[config.mk]
export PLATFORM = sky130hd
export DESIGN_NAME = psum_accumulator
export DESIGN_NICKNAME = d
export VERILOG_FILES = /design/src/rtl/accel_pkg.sv /design/src/rtl/psum_requant.sv /design/src/rtl/psum_accumulator.sv
export SDC_FILE = /design/constraint.sdc
export NUM_CORES = 1
export LEC_CHECK = 0
export ABC_AREA = 1
export CORE_ASPECT_RATIO = 0.6
export CORE_MARGIN = 2
export CORE_UTILIZATION = 30
export CTS_BUF_LIST = sky130_fd_sc_hd__clkbuf_4 sky130_fd_sc_hd__clkbuf_8 sky130_fd_sc_hd__clkbuf_16
export DETAILED_ROUTE_END_ITERATION = 16
export GPL_ROUTABILITY_DRIVEN = 0
export PLACE_DENSITY = 0.56
export SLEW_MARGIN = 25
export SYNTH_ARGS = -nofsm -noshare
export SYNTH_HDL_FRONTEND = slang
export SYNTH_SLANG_ARGS = --single-unit
[constraint.sdc]
create_clock -name clock -period 6.7 [get_ports clock]
set_input_delay 0.67 -clock clock [delete_from_list [all_inputs] [get_ports clock]]
set_output_delay 0.67 -clock clock [all_outputs]
set_load 0.1 [all_outputs]
[src/rtl/accel_pkg.sv]
// accel_pkg: shared widths, FSM state type and saturation bounds for the accumulator slice
`ifndef IF_BITWIDTH
`define IF_BITWIDTH 8
`endif
`ifndef OF_BITWIDTH
`define OF_BITWIDTH 16
`endif

package accel_pkg;
    localparam int IF_WIDTH = `IF_BITWIDTH;
    localparam int OF_WIDTH = `OF_BITWIDTH;

    typedef enum logic [1:0] {IDLE, ACCUM, EMIT} state_t;

    function automatic longint sat_max(input int w);
        return (64'sd1 <<< (w - 1)) - 64'sd1;
    endfunction

    function automatic longint sat_min(input int w);
        return -(64'sd1 <<< (w - 1));
    endfunction
endpackage

[src/rtl/psum_requant.sv]
// psum_requant: round-half-up arithmetic right shift of a wide sum, saturated to IF_W bits
module psum_requant
    import accel_pkg::*;
#(
    parameter int ACC_W = 20,
    parameter int IF_W  = 8
) (
    input  logic signed [ACC_W-1:0] i_sum,
    input  logic        [4:0]       i_shift,
    output logic signed [IF_W-1:0]  o_data,
    output logic                    o_sat
);
    localparam logic signed [ACC_W:0] MAX_V = (ACC_W + 1)'(sat_max(IF_W));
    localparam logic signed [ACC_W:0] MIN_V = (ACC_W + 1)'(sat_min(IF_W));

    logic signed [ACC_W:0] w_ext, w_rnd, w_sh, w_r;

    // one extra bit of headroom keeps the rounding add from wrapping; huge shifts collapse to the sign
    always_comb begin
        w_ext  = {i_sum[ACC_W-1], i_sum};
        w_rnd  = (i_shift == 5'd0) ? '0 : ((ACC_W + 1)'(1) << (i_shift - 5'd1));
        w_sh   = (w_ext + w_rnd) >>> i_shift;
        w_r    = (32'(i_shift) >= ACC_W) ? {(ACC_W + 1){i_sum[ACC_W-1]}} : w_sh;
        o_sat  = (w_r > MAX_V) || (w_r < MIN_V);
        o_data = (w_r > MAX_V) ? MAX_V[IF_W-1:0] : (w_r < MIN_V) ? MIN_V[IF_W-1:0] : w_r[IF_W-1:0];
    end
endmodule

[src/rtl/psum_accumulator.sv]
// psum_accumulator: accumulates num_tiles partial sums, requantizes and emits via valid/ready
module psum_accumulator
    import accel_pkg::*;
#(
    parameter int IF_W  = IF_WIDTH,
    parameter int OF_W  = OF_WIDTH,
    parameter int CNT_W = 4,
    parameter int ACC_W = OF_W + CNT_W
) (
    input  logic                    clock,
    input  logic                    reset_n,
    input  logic                    enable,
    input  logic                    clear,
    input  logic        [CNT_W-1:0] num_tiles,
    input  logic        [4:0]       shift,
    input  logic                    in_valid,
    input  logic signed [OF_W-1:0]  in_data,
    output logic                    in_ready,
    output logic                    out_valid,
    output logic signed [IF_W-1:0]  out_data,
    output logic                    out_sat,
    input  logic                    out_ready
);
    state_t                  r_state, w_next;
    logic signed [ACC_W-1:0] r_acc, w_sum;
    logic        [CNT_W-1:0] r_cnt, r_tiles;
    logic        [4:0]       r_shift;
    logic                    r_out_valid, r_out_sat;
    logic signed [IF_W-1:0]  r_out_data;
    logic                    w_accept, w_last, w_take, w_sat;
    logic signed [IF_W-1:0]  w_q;

    assign in_ready  = (r_state == ACCUM) && enable;
    assign w_accept  = in_ready && in_valid;
    assign w_sum     = r_acc + ACC_W'(in_data);
    assign w_last    = (r_cnt + 1'b1) == r_tiles;
    assign w_take    = (r_state == EMIT) && enable && out_ready;
    assign out_valid = r_out_valid;
    assign out_data  = r_out_data;
    assign out_sat   = r_out_sat;

    psum_requant #(.ACC_W(ACC_W), .IF_W(IF_W)) u_requant (
        .i_sum  (w_sum),
        .i_shift(r_shift),
        .o_data (w_q),
        .o_sat  (w_sat)
    );

    // next state: clear wins, stall freezes, otherwise follow beat count and handshake
    always_comb begin
        w_next = r_state;
        if (clear)
            w_next = IDLE;
        else if (enable)
            case (r_state)
                IDLE:    w_next = ACCUM;
                ACCUM:   w_next = (w_accept && w_last) ? EMIT : ACCUM;
                EMIT:    w_next = w_take ? ACCUM : EMIT;
                default: w_next = IDLE;
            endcase
    end

    // state register
    always_ff @(posedge clock or negedge reset_n)
        if (!reset_n)
            r_state <= IDLE;
        else
            r_state <= w_next;

    // datapath: config latch on IDLE exit, accumulate beats, register the requantized result
    always_ff @(posedge clock or negedge reset_n)
        if (!reset_n) begin
            r_acc       <= '0;
            r_cnt       <= '0;
            r_tiles     <= '0;
            r_shift     <= '0;
            r_out_valid <= 1'b0;
            r_out_data  <= '0;
            r_out_sat   <= 1'b0;
        end else if (clear) begin
            r_acc       <= '0;
            r_cnt       <= '0;
            r_out_valid <= 1'b0;
            r_out_sat   <= 1'b0;
        end else if (enable) begin
            if (r_state == IDLE) begin
                r_tiles <= (num_tiles == '0) ? CNT_W'(1) : num_tiles;
                r_shift <= shift;
            end
            if (w_accept) begin
                r_acc <= w_sum;
                r_cnt <= r_cnt + 1'b1;
            end
            if (w_accept && w_last) begin
                r_out_valid <= 1'b1;
                r_out_data  <= w_q;
                r_out_sat   <= w_sat;
            end
            if (w_take) begin
                r_out_valid <= 1'b0;
                r_acc       <= '0;
                r_cnt       <= '0;
            end
        end
endmodule

Word level (Yosys, flattened, before mapping)
Cells that the tools add are included.
{"block": "totals", "ff_bits": 45, "in_bits": 31, "out_inout_bits": 11, "elab_cells": 64}
{"block": "op_classes", "n_addsub": 4, "n_lt_le_gt_ge": 3, "n_eq_ne": 3, "shifts": 2, "muxes": 25, "n_bitwise": 1, "n_reduce_logical": 18}
{"op": "2-to-1 mux 20 bit", "count": 4}
{"op": "2-to-1 mux 21 bit", "count": 2}
{"op": "adder 20 x 21 -> 21 bit", "count": 1}
{"op": "greater-than comparator 21 x 8 -> 1 bit (second input constant)", "count": 1}
{"op": "less-than comparator 21 x 8 -> 1 bit (second input constant)", "count": 1}
{"op": "<< shifter 1 x 5 -> 21 bit (first input constant)", "count": 1}
{"op": ">>> shifter 21 x 5 -> 21 bit", "count": 1}
{"op": "adder 20 x 16 -> 20 bit", "count": 1}
{"op": "2-to-1 mux 4 bit", "count": 5}
{"op": "2-to-1 mux 8 bit", "count": 2}
{"op": "2-to-1 mux 2 bit", "count": 4}
{"op": "2-to-1 mux 1 bit", "count": 7}
{"op": "case mux 2 bit (3 select lines)", "count": 1}
{"op": "AND reduction 2 bit", "count": 3}
{"op": "AND reduction 3 bit", "count": 2}
{"op": "nonzero test 3 bit", "count": 2}
{"op": "greater-or-equal comparator 5 bit (second input constant)", "count": 1}
{"op": "logical AND 1 bit", "count": 5}
{"op": "zero test 5 bit", "count": 1}
{"op": "subtractor 5 x 1 -> 5 bit (second input constant)", "count": 1}
{"op": "adder 4 x 1 -> 4 bit (second input constant)", "count": 1}
{"op": "== test 4 bit", "count": 1}
{"op": "zero test 4 bit", "count": 1}
{"op": "nonzero test 2 bit", "count": 2}
{"op": "other kinds (5)", "count": 5}

Depth between registers and ports, before layout
Gate-level depths: netlist of the first run.
{"block": "logic_depth", "depth_word": 11, "mapped_depth": 43, "depth_no_buf": 43}

By module
From an unflattened synthesis of the first run, not the netlist that was laid out.
{"block": "unflattened", "cells_unflattened": 1051, "area_unflattened_um2": 6133.4}
{"module": "psum_accumulator", "n_inst": 1, "cells_per_inst": 443, "area_each_um2": 3170.5, "seq_area_each_um2": 1126.1}
{"module": "psum_requant", "n_inst": 1, "cells_per_inst": 608, "area_each_um2": 2962.8, "seq_area_each_um2": 0.0}

Worst setup path after synthesis of the first run
OpenSTA, ideal clock, no wires.
{"block": "synth_path", "path_type": "input-to-reg", "from": "in in_data[0]", "to": "reg r_out_data[0], in the netlist out_data[0]", "setup_time_ns": 0.130, "arrival_ns": 4.985, "required_time_ns": 6.570, "setup_slack_ns": 1.585, "path_stages": 37, "path_buffers": 0, "path_cell_list": "ha_1 > inv_1 > fa_1 > nand3b_1 > nand2_1 > a21oi_1 > o21ai_1 > nand3_1 > nand2_1 > a31oi_1 > o21ai_1 > a21boi_0 > o21ai_1 > a21oi_1 > o21bai_1 > xnor2_1 > inv_1 > ha_1 > nand2_1 > nor2_1 > nand2_1 > inv_1 > nand3_1 > nand3_1 > nand3_2 > nand3_1 > nand2_2 > inv_2 > nand2_1 > nand2_1 > nand2_1 > a21oi_2 > nand3_1 > nor2_1 > nand3_2 > a21oi_4 > a21oi_1"}
{"block": "synth_between", "elab_chain_cells": 7, "elab_cells_between_ends": 8, "classes_between": "2 x add/sub; 2 x order compare; 1 x shift; 3 x mux"}
{"element": "from (decl)", "line": "psum_accumulator.sv:17", "text": "input logic signed [OF_W-1:0] in_data,"}
{"element": "adder 20 x 16 -> 20 bit *", "line": "psum_accumulator.sv:35", "text": "assign w_sum = r_acc + ACC_W'(in_data);"}
{"element": "adder 20 x 21 -> 21 bit", "line": "psum_requant.sv:22", "text": "w_sh = (w_ext + w_rnd) >>> i_shift;"}
{"element": ">>> shifter 21 x 5 -> 21 bit", "line": "psum_requant.sv:22"}
{"element": "2-to-1 mux 21 bit *", "line": "psum_requant.sv:23", "text": "w_r = (32'(i_shift) >= ACC_W) ? {(ACC_W + 1){i_sum[ACC_W-1]}} : w_sh;"}
{"element": "less-than comparator 21 x 8 -> 1 bit", "line": "psum_requant.sv:25", "text": "o_data = (w_r > MAX_V) ? MAX_V[IF_W-1:0] : (w_r < MIN_V) ? MIN_V[IF_W-1:0] : w_r[IF_W-1:0];"}
{"element": "2-to-1 mux 8 bit", "line": "psum_requant.sv:25"}
{"element": "2-to-1 mux 8 bit *", "line": "psum_requant.sv:25"}
{"element": "to (signal assigned)", "line": "psum_accumulator.sv:96", "text": "r_out_data <= w_q;"}
{"element": "to (decl)", "line": "psum_accumulator.sv:29", "text": "logic signed [IF_W-1:0] r_out_data;"}
Mark *: on every way between the ends. The rest lies on a longest branch, timed or not.
A chain may end at the register's enable or synchronous reset.

Final worst setup path of the first run
{"block": "layout_path", "from": "in in_data[0]", "to": "reg r_out_data[5], in the netlist out_data[5]"}
The elaborated chain is that of the path after synthesis.

==> flow_summary.json, run 1 <==
{
  "synthCells": 901,
  "p_comb_frac": 0.517,
  "dp_hpwl_mm": 13.80,
  "yosysMostFrequentCell": "nand2_1",
  "vdd_drop_max_mv": 0.1021,
  "min_period_ns": 6.060,
  "p_leak_uw": 0.003362,
  "dieArea_sq_um": 19300,
  "initial_core_util": 0.3041,
  "synth.top_cell.area_share": 0.2066,
  "fp.dieW_microns": 178.0,
  "rows": 38,
  "hp-class": "primary input to asynchronous set/reset pin",
  "antenna_found_initial": 0,
  "pwr-share-seq": 0.240,
  "yosysTopAreaCell": "dfrtp_1",
  "ys_seq_area_frac": 0.2066,
  "synth_edf_count": 0,
  "setup_viol": 0,
  "cts_root_buffer": "clkbuf_16",
  "cp_data_arrival_time_ns": 6.24,
  "cts_inserted_buffers": 5,
  "max_slew.worst_pin.slew_ns": 0.9785,
  "cp_max_fo": 8,
  "fin_hold_ws_ns": 0.4279,
  "cts_buffer_depth": 2,
  "critical_path.top_delay_family": "simple AND/OR/NAND/NOR gates",
  "dr.pass1.iters": 5,
  "p_per_area_nw_per_um2": 213.7,
  "crit_path_max_incr_delay_ns": 0.47,
  "post_dp_cell_area_sq_um": 6143,
  "wirelength_mm": 17.24,
  "p_clk_frac": 0.243,
  "grt.overflow.total": 0,
  "diodes": 0,
  "vias_per_cell": 5.020,
  "path_buf_inv": 5,
  "grt_util_all_layers": 0.1882,
  "io_buffers": 41,
  "ys_seq_elements": 45,
  "synth_area_leaders": "dfrtp_1, nand2_1, nand3_1",
  "avgSynthCellArea_sq_um": 6.050,
  "status": "completed",
  "cp-end-kind": "register",
  "grt_pass1_wl_mm": 28.68,
  "path_class": "primary input to register",
  "rsz0062_at_grt": "false",
  "cts_sinks": 45,
  "switching_share": 0.4792,
  "wl_per_cell_microns": 14.64,
  "cts_max_level": 2,
  "multi_input_area_sq_um": 3782,
  "core_area_sq_um": 17920,
  "synth_commonest_cells": "nand2_1, nand3_1, inv_1",
  "die_h_microns": 108.4,
  "slowest_stage": "clkdlybuf4s50_1",
  "stdcell_area_sq_um": 6339,
  "io_pins": 42,
  "syn_to_final_growth_pct": 16.27,
  "via_count": 5913,
  "worst_setup_path_start_kind": "primary input",
  "nets": 1010,
  "path_common_cell": "nand3_1",
  "ant_nets": 0,
  "ys_warn_count": 0,
  "max_freq_ghz": 0.1650,
  "ys_types": 43,
  "netSwitchingPower_uw": 649.2,
  "timing.final.crit_share": 0.9045,
  "p_int_uw": 705.6,
  "first_iter_violations": 527,
  "slew_violations": 0,
  "synth_nets": 974,
  "fin_setup_tns_ns": 0,
  "drive_above_1_share": 0.05864,
  "cap_violations": 0,
  "clock_skew_ns": 0.01576,
  "hold_viol_final": 0,
  "drc": 0,
  "cts.clk_slew.worst_paths_ns": 0.09,
  "cp_data_required_time_ns": 6.88,
  "ff_latch_area_sq_um": 1126,
  "cts_tree": "built",
  "synth-main-ff-cell": "dfrtp_1",
  "grt_pass1_vias": 5512,
  "synth_area_sq_um": 5451,
  "grt_max_degree": 46,
  "fill_cells": 1976,
  "clk_latency_ns": 0.32,
  "synth-async-reset-ratio": 1.000,
  "slew_headroom": 0.3456
}
-- flip-flops by register name, indices dropped and copies added (netlist names) --
| signal | cells |
|---|---|
| out_data | 8 |
| out_sat | 1 |
| out_valid | 1 |
| r_acc | 20 |
| r_cnt | 4 |
| r_shift | 5 |
| r_state | 2 |
| r_tiles | 4 |
-- cell usage in the layout (no fill, tap or decap), drive strengths merged, types with 4 or more instances in the layout --
| master | synthesis | layout |
|---|---|---|
| xor2 | 19 | 19 |
| o21ai | 53 | 53 |
| clkdlybuf4s50 | 0 | 40 |
| nand4 | 10 | 10 |
| dfrtp | 45 | 45 |
| a31oi | 4 | 4 |
| nor3 | 8 | 8 |
| nand2 | 263 | 263 |
| xnor2 | 11 | 11 |
| ha | 40 | 40 |
| nand3 | 122 | 122 |
| buf | 7 | 12 |
| inv | 121 | 122 |
| o22ai | 4 | 4 |
| a21oi | 71 | 71 |
| nand3b | 5 | 5 |
| clkbuf | 16 | 6 |
| nor2 | 79 | 79 |
-- area by class of cell --
type,instances,area share
Clock buffer,6,0.02191
Clock inverter,2,0.006514
Inverter,123,0.07284
Multi-Input combinational cell,710,0.5967
Sequential cell,45,0.1777
Tap cell,240,0.04737
Timing Repair Buffer,52,0.07698
-- cell families (layout without fill, tap and decap cells) --
family / Yosys count / in the layout / share of synthesized area
AOI/OAI and AO/OA: 145 / 145 / 0.1469
xor gates and xnor gates: 30 / 30 / 0.04820
adders and majority gates: 42 / 42 / 0.09915
buffers and inverters: 146 / 183 / 0.1010
DFF: 45 / 45 / 0.2066
muxes: 1 / 1 / 0.001836
and+or+nand+nor: 492 / 492 / 0.3964
-- power by group through the flow --
stage	Combinational (uW)	Sequential [uW]	Clock, uW
finish	700	325	330
global route	783	329	346
CTS	687	324	341
detailed placement	684	329	0
global placement	690	330	0
floorplan	463	366	0
-- stage by stage --
stage	std cells	total power [uW]	worst slack, ns	util
3_5_place_dp	1169	1013	0.2832	0.3427
4_1_cts	1177	1352	0.5812	0.3528
3_3_place_gp	1169	1020	0.2650	0.3427
5_1_grt	1178	1459	0.01181	0.3536
6_report	1178	1355	0.6401	0.3536
2_1_floorplan	901	829.7	1.585	-
-- timing repair --
action,in CTS,in global routing
gates resized for setup,0,2
hold buffers,0,0
buffers inserted,0,1
endpoints found under the setup margin,0,9
-- path summary, 6_finish.rpt --
path	startpoint	end	slack (ns)	cells after the start
worst max-delay path	in_data[0]	out_data[5]	0.64	38
worst min-delay path	reset_n	r_acc[17]	0.43	2
worst max register to register	r_acc[0]	out_data[5]	1.13	37
worst min register to register	out_data[7]	out_data[7]	0.50	2
max in group asynchronous	reset_n	out_data[4]	5.80	2
min in group clock	out_data[7]	out_data[7]	0.50	2
-- per-layer routing --
metal  GRT usage  vias to the layer above  share of wire
met4     0.02752                        0         0.0071
met5           0                        -              0
met1      0.3042                     2672           0.55
met3     0.04641                       11          0.096
li1            -                     3024              -
met2      0.2456                      206           0.35
-- worst reg2reg max path: cells and delay by family (launching register included) --
kind / cells / cell delay [ns]
adder cells (fa/ha/maj): 3 / 0.91
flip-flops: 1 / 0.35
AND/OR/NAND/NOR: 18 / 1.92
XOR/XNOR: 1 / 0.15
buffers and inverters: 4 / 0.29
AO/OA/AOI/OAI: 11 / 1.83
Note: power is estimated with default switching activity, not from simulation.
==> run 2, diff against run 1 <==
Settings changed: ABC_CLOCK_PERIOD_IN_PS set to 6700.
==> results of run 2 <==
Final layout, timing and power as in run 1 (identical DEF).
==> run 3, diff against run 2 <==
Settings changed: ABC_CLOCK_PERIOD_IN_PS 6700 to 5600, CORE_ASPECT_RATIO 0.6 to 0.75.
Clock period 6.7 ns to 5.6 ns, I/O delays scaled along.
==> flow_summary.json, run 3 (synthesized netlist as in run 1, its figures left out) <==
{
  "status": "completed",
  "crit_path_max_incr_delay_ns": 0.41,
  "rows": 42,
  "cp_data_arrival_time_ns": 5.39,
  "die_h_microns": 120.7,
  "drive_above_1_share": 0.1685,
  "initial_core_util": 0.3078,
  "dr.pass1.iters": 5,
  "switching_share": 0.4815,
  "timing.final.crit_share": 0.9303,
  "clk_latency_ns": 0.31,
  "cts_buffer_depth": 2,
  "antenna_found_initial": 0,
  "grt_util_all_layers": 0.1834,
  "grt_max_degree": 46,
  "path_buf_inv": 4,
  "setup_viol": 0,
  "syn_to_final_growth_pct": 28.18,
  "pwr-share-seq": 0.227,
  "setup_ws_ns": 0.3905,
  "grt_pass1_vias": 5662,
  "largest_register_ffs": 20,
  "cts_max_level": 2,
  "slowest_stage": "clkdlybuf4s50_1",
  "core_area_sq_um": 17710,
  "dp_hpwl_mm": 13.50,
  "cts.clk_slew.worst_paths_ns": 0.08,
  "cts_root_buffer": "clkbuf_16",
  "cp_max_fo": 8,
  "ant_nets": 0,
  "grt.overflow.total": 0,
  "clock_skew_ns": 0.01112,
  "cts_tree": "built",
  "via_count": 5978,
  "p_clk_frac": 0.192,
  "final_cells": 1233,
  "ctsHoldBuffers": 0,
  "hp-class": "primary input to asynchronous set/reset pin",
  "worst_setup_path_start_kind": "primary input",
  "p_per_area_nw_per_um2": 241.8,
  "diodes": 0,
  "max_freq_ghz": 0.1920,
  "cp-end-kind": "register",
  "slew_headroom": 0.3505,
  "p_comb_frac": 0.581,
  "vias_per_cell": 4.848,
  "final_common_cell": "nand2_1",
  "io_pins": 42,
  "p_leak_uw": 0.003677,
  "min_period_ns": 5.210,
  "cts_sinks": 45,
  "first_iter_violations": 399,
  "fp.dieW_microns": 159.7,
  "final_cell_mix": "nand2_1, inv_1, nand3_1",
  "utilization": 0.3946,
  "cp_data_required_time_ns": 5.78,
  "nets": 1064,
  "netSwitchingPower_uw": 813.5,
  "path_common_cell": "a21oi_1",
  "wirelength_mm": 17.52,
  "cap_violations": 0,
  "dieArea_sq_um": 19280,
  "critical_path.top_delay_family": "compound AO/OA/AOI/OAI gates",
  "vdd_drop_max_mv": 0.1218,
  "io_buffers": 41,
  "cts_inserted_buffers": 5,
  "drc": 0,
  "wl_per_cell_microns": 14.21,
  "total_power_uw": 1689,
  "path_class": "primary input to register",
  "hold_viol_final": 0,
  "slew_violations": 0,
  "stdcell_area_sq_um": 6988,
  "grt_pass1_wl_mm": 28.41,
  "dpl_worst_slack_ns": -0.4576,
  "p_int_uw": 875.9,
  "regMostFlops": "r_acc",
  "placed_cells": 1215,
  "post_dp_cell_area_sq_um": 6476,
  "max_slew.worst_pin.slew_ns": 0.9712
}
## run 3: cell count changes in the layout (fill, tap and decap cells not counted), sizes merged
cell,change
buf,+53
bufinv,-1
clkbuf,-1
clkdlybuf4s50,-2
clkinv,+1
dlymetal6s2s,+2
nand2,+1
## run 3: area by class of cell
| cell class | instances | area [sq um] |
|---|---|---|
| timing repair buffer | 105 | 890.9 |
| tap | 242 | 302.8 |
| sequential | 45 | 1126 |
| multi-input combinational | 711 | 4068 |
| clock buffer | 5 | 125.1 |
| clock inverter | 2 | 13.76 |
| inverter | 123 | 461.7 |
| fill | 1970 | 10720 |
## run 3: worst paths after layout
kind,from,endpoint,slack [ns],cells past startpoint
max in group asynchronous,reset_n,r_acc[1],4.82,2
max reg2reg,r_acc[0],out_data[6],0.45,35
min in group clock,out_data[7],out_data[7],0.50,2
min reg2reg,out_data[7],out_data[7],0.50,2
min,reset_n,r_acc[19],0.35,2
max,in_data[3],out_data[6],0.39,34
## run 3: routing by layer
metal	global-route usage	up-vias	wire [microns]
met2	0.2822	135	7193
met5	0	-	0
met3	0.03087	10	1045
li1	-	3139	-
met1	0.2698	2694	9140
met4	0.03466	0	140
## run 3: worst register-to-register path, delay by kind of cell (launching register included)
family	cells	cell delay, ns
adder cells (fa/ha/maj)	3	0.81
XOR/XNOR	1	0.16
AO/OA/AOI/OAI	12	1.68
AND/OR/NAND/NOR	15	1.68
flip-flops	1	0.36
buffers and inverters	4	0.31
## run 3: power groups by stage
stage	combinational [uW]	sequential [uW]	clock, uW
floorplan	555	438	0
global placement	906	389	0
detailed placement	903	389	0
CTS	915	382	335
global route	1090	388	345
finish	982	384	324
## run 3: timing repair
action	in CTS	in global routing
gates cloned	0	1
setup buffers	3	7
setup endpoints to repair	9	9
gates resized for setup	10	63
pin swaps	11	37
## run 3: stage by stage
stage               TNS [ns]  hold slack (ns)
finish                     0           0.3490
global route        -0.01094           0.4232
CTS                        0           0.3861
detailed placement    -3.950           0.4848
global placement      -3.580           0.4823
floorplan                  0           0.2644
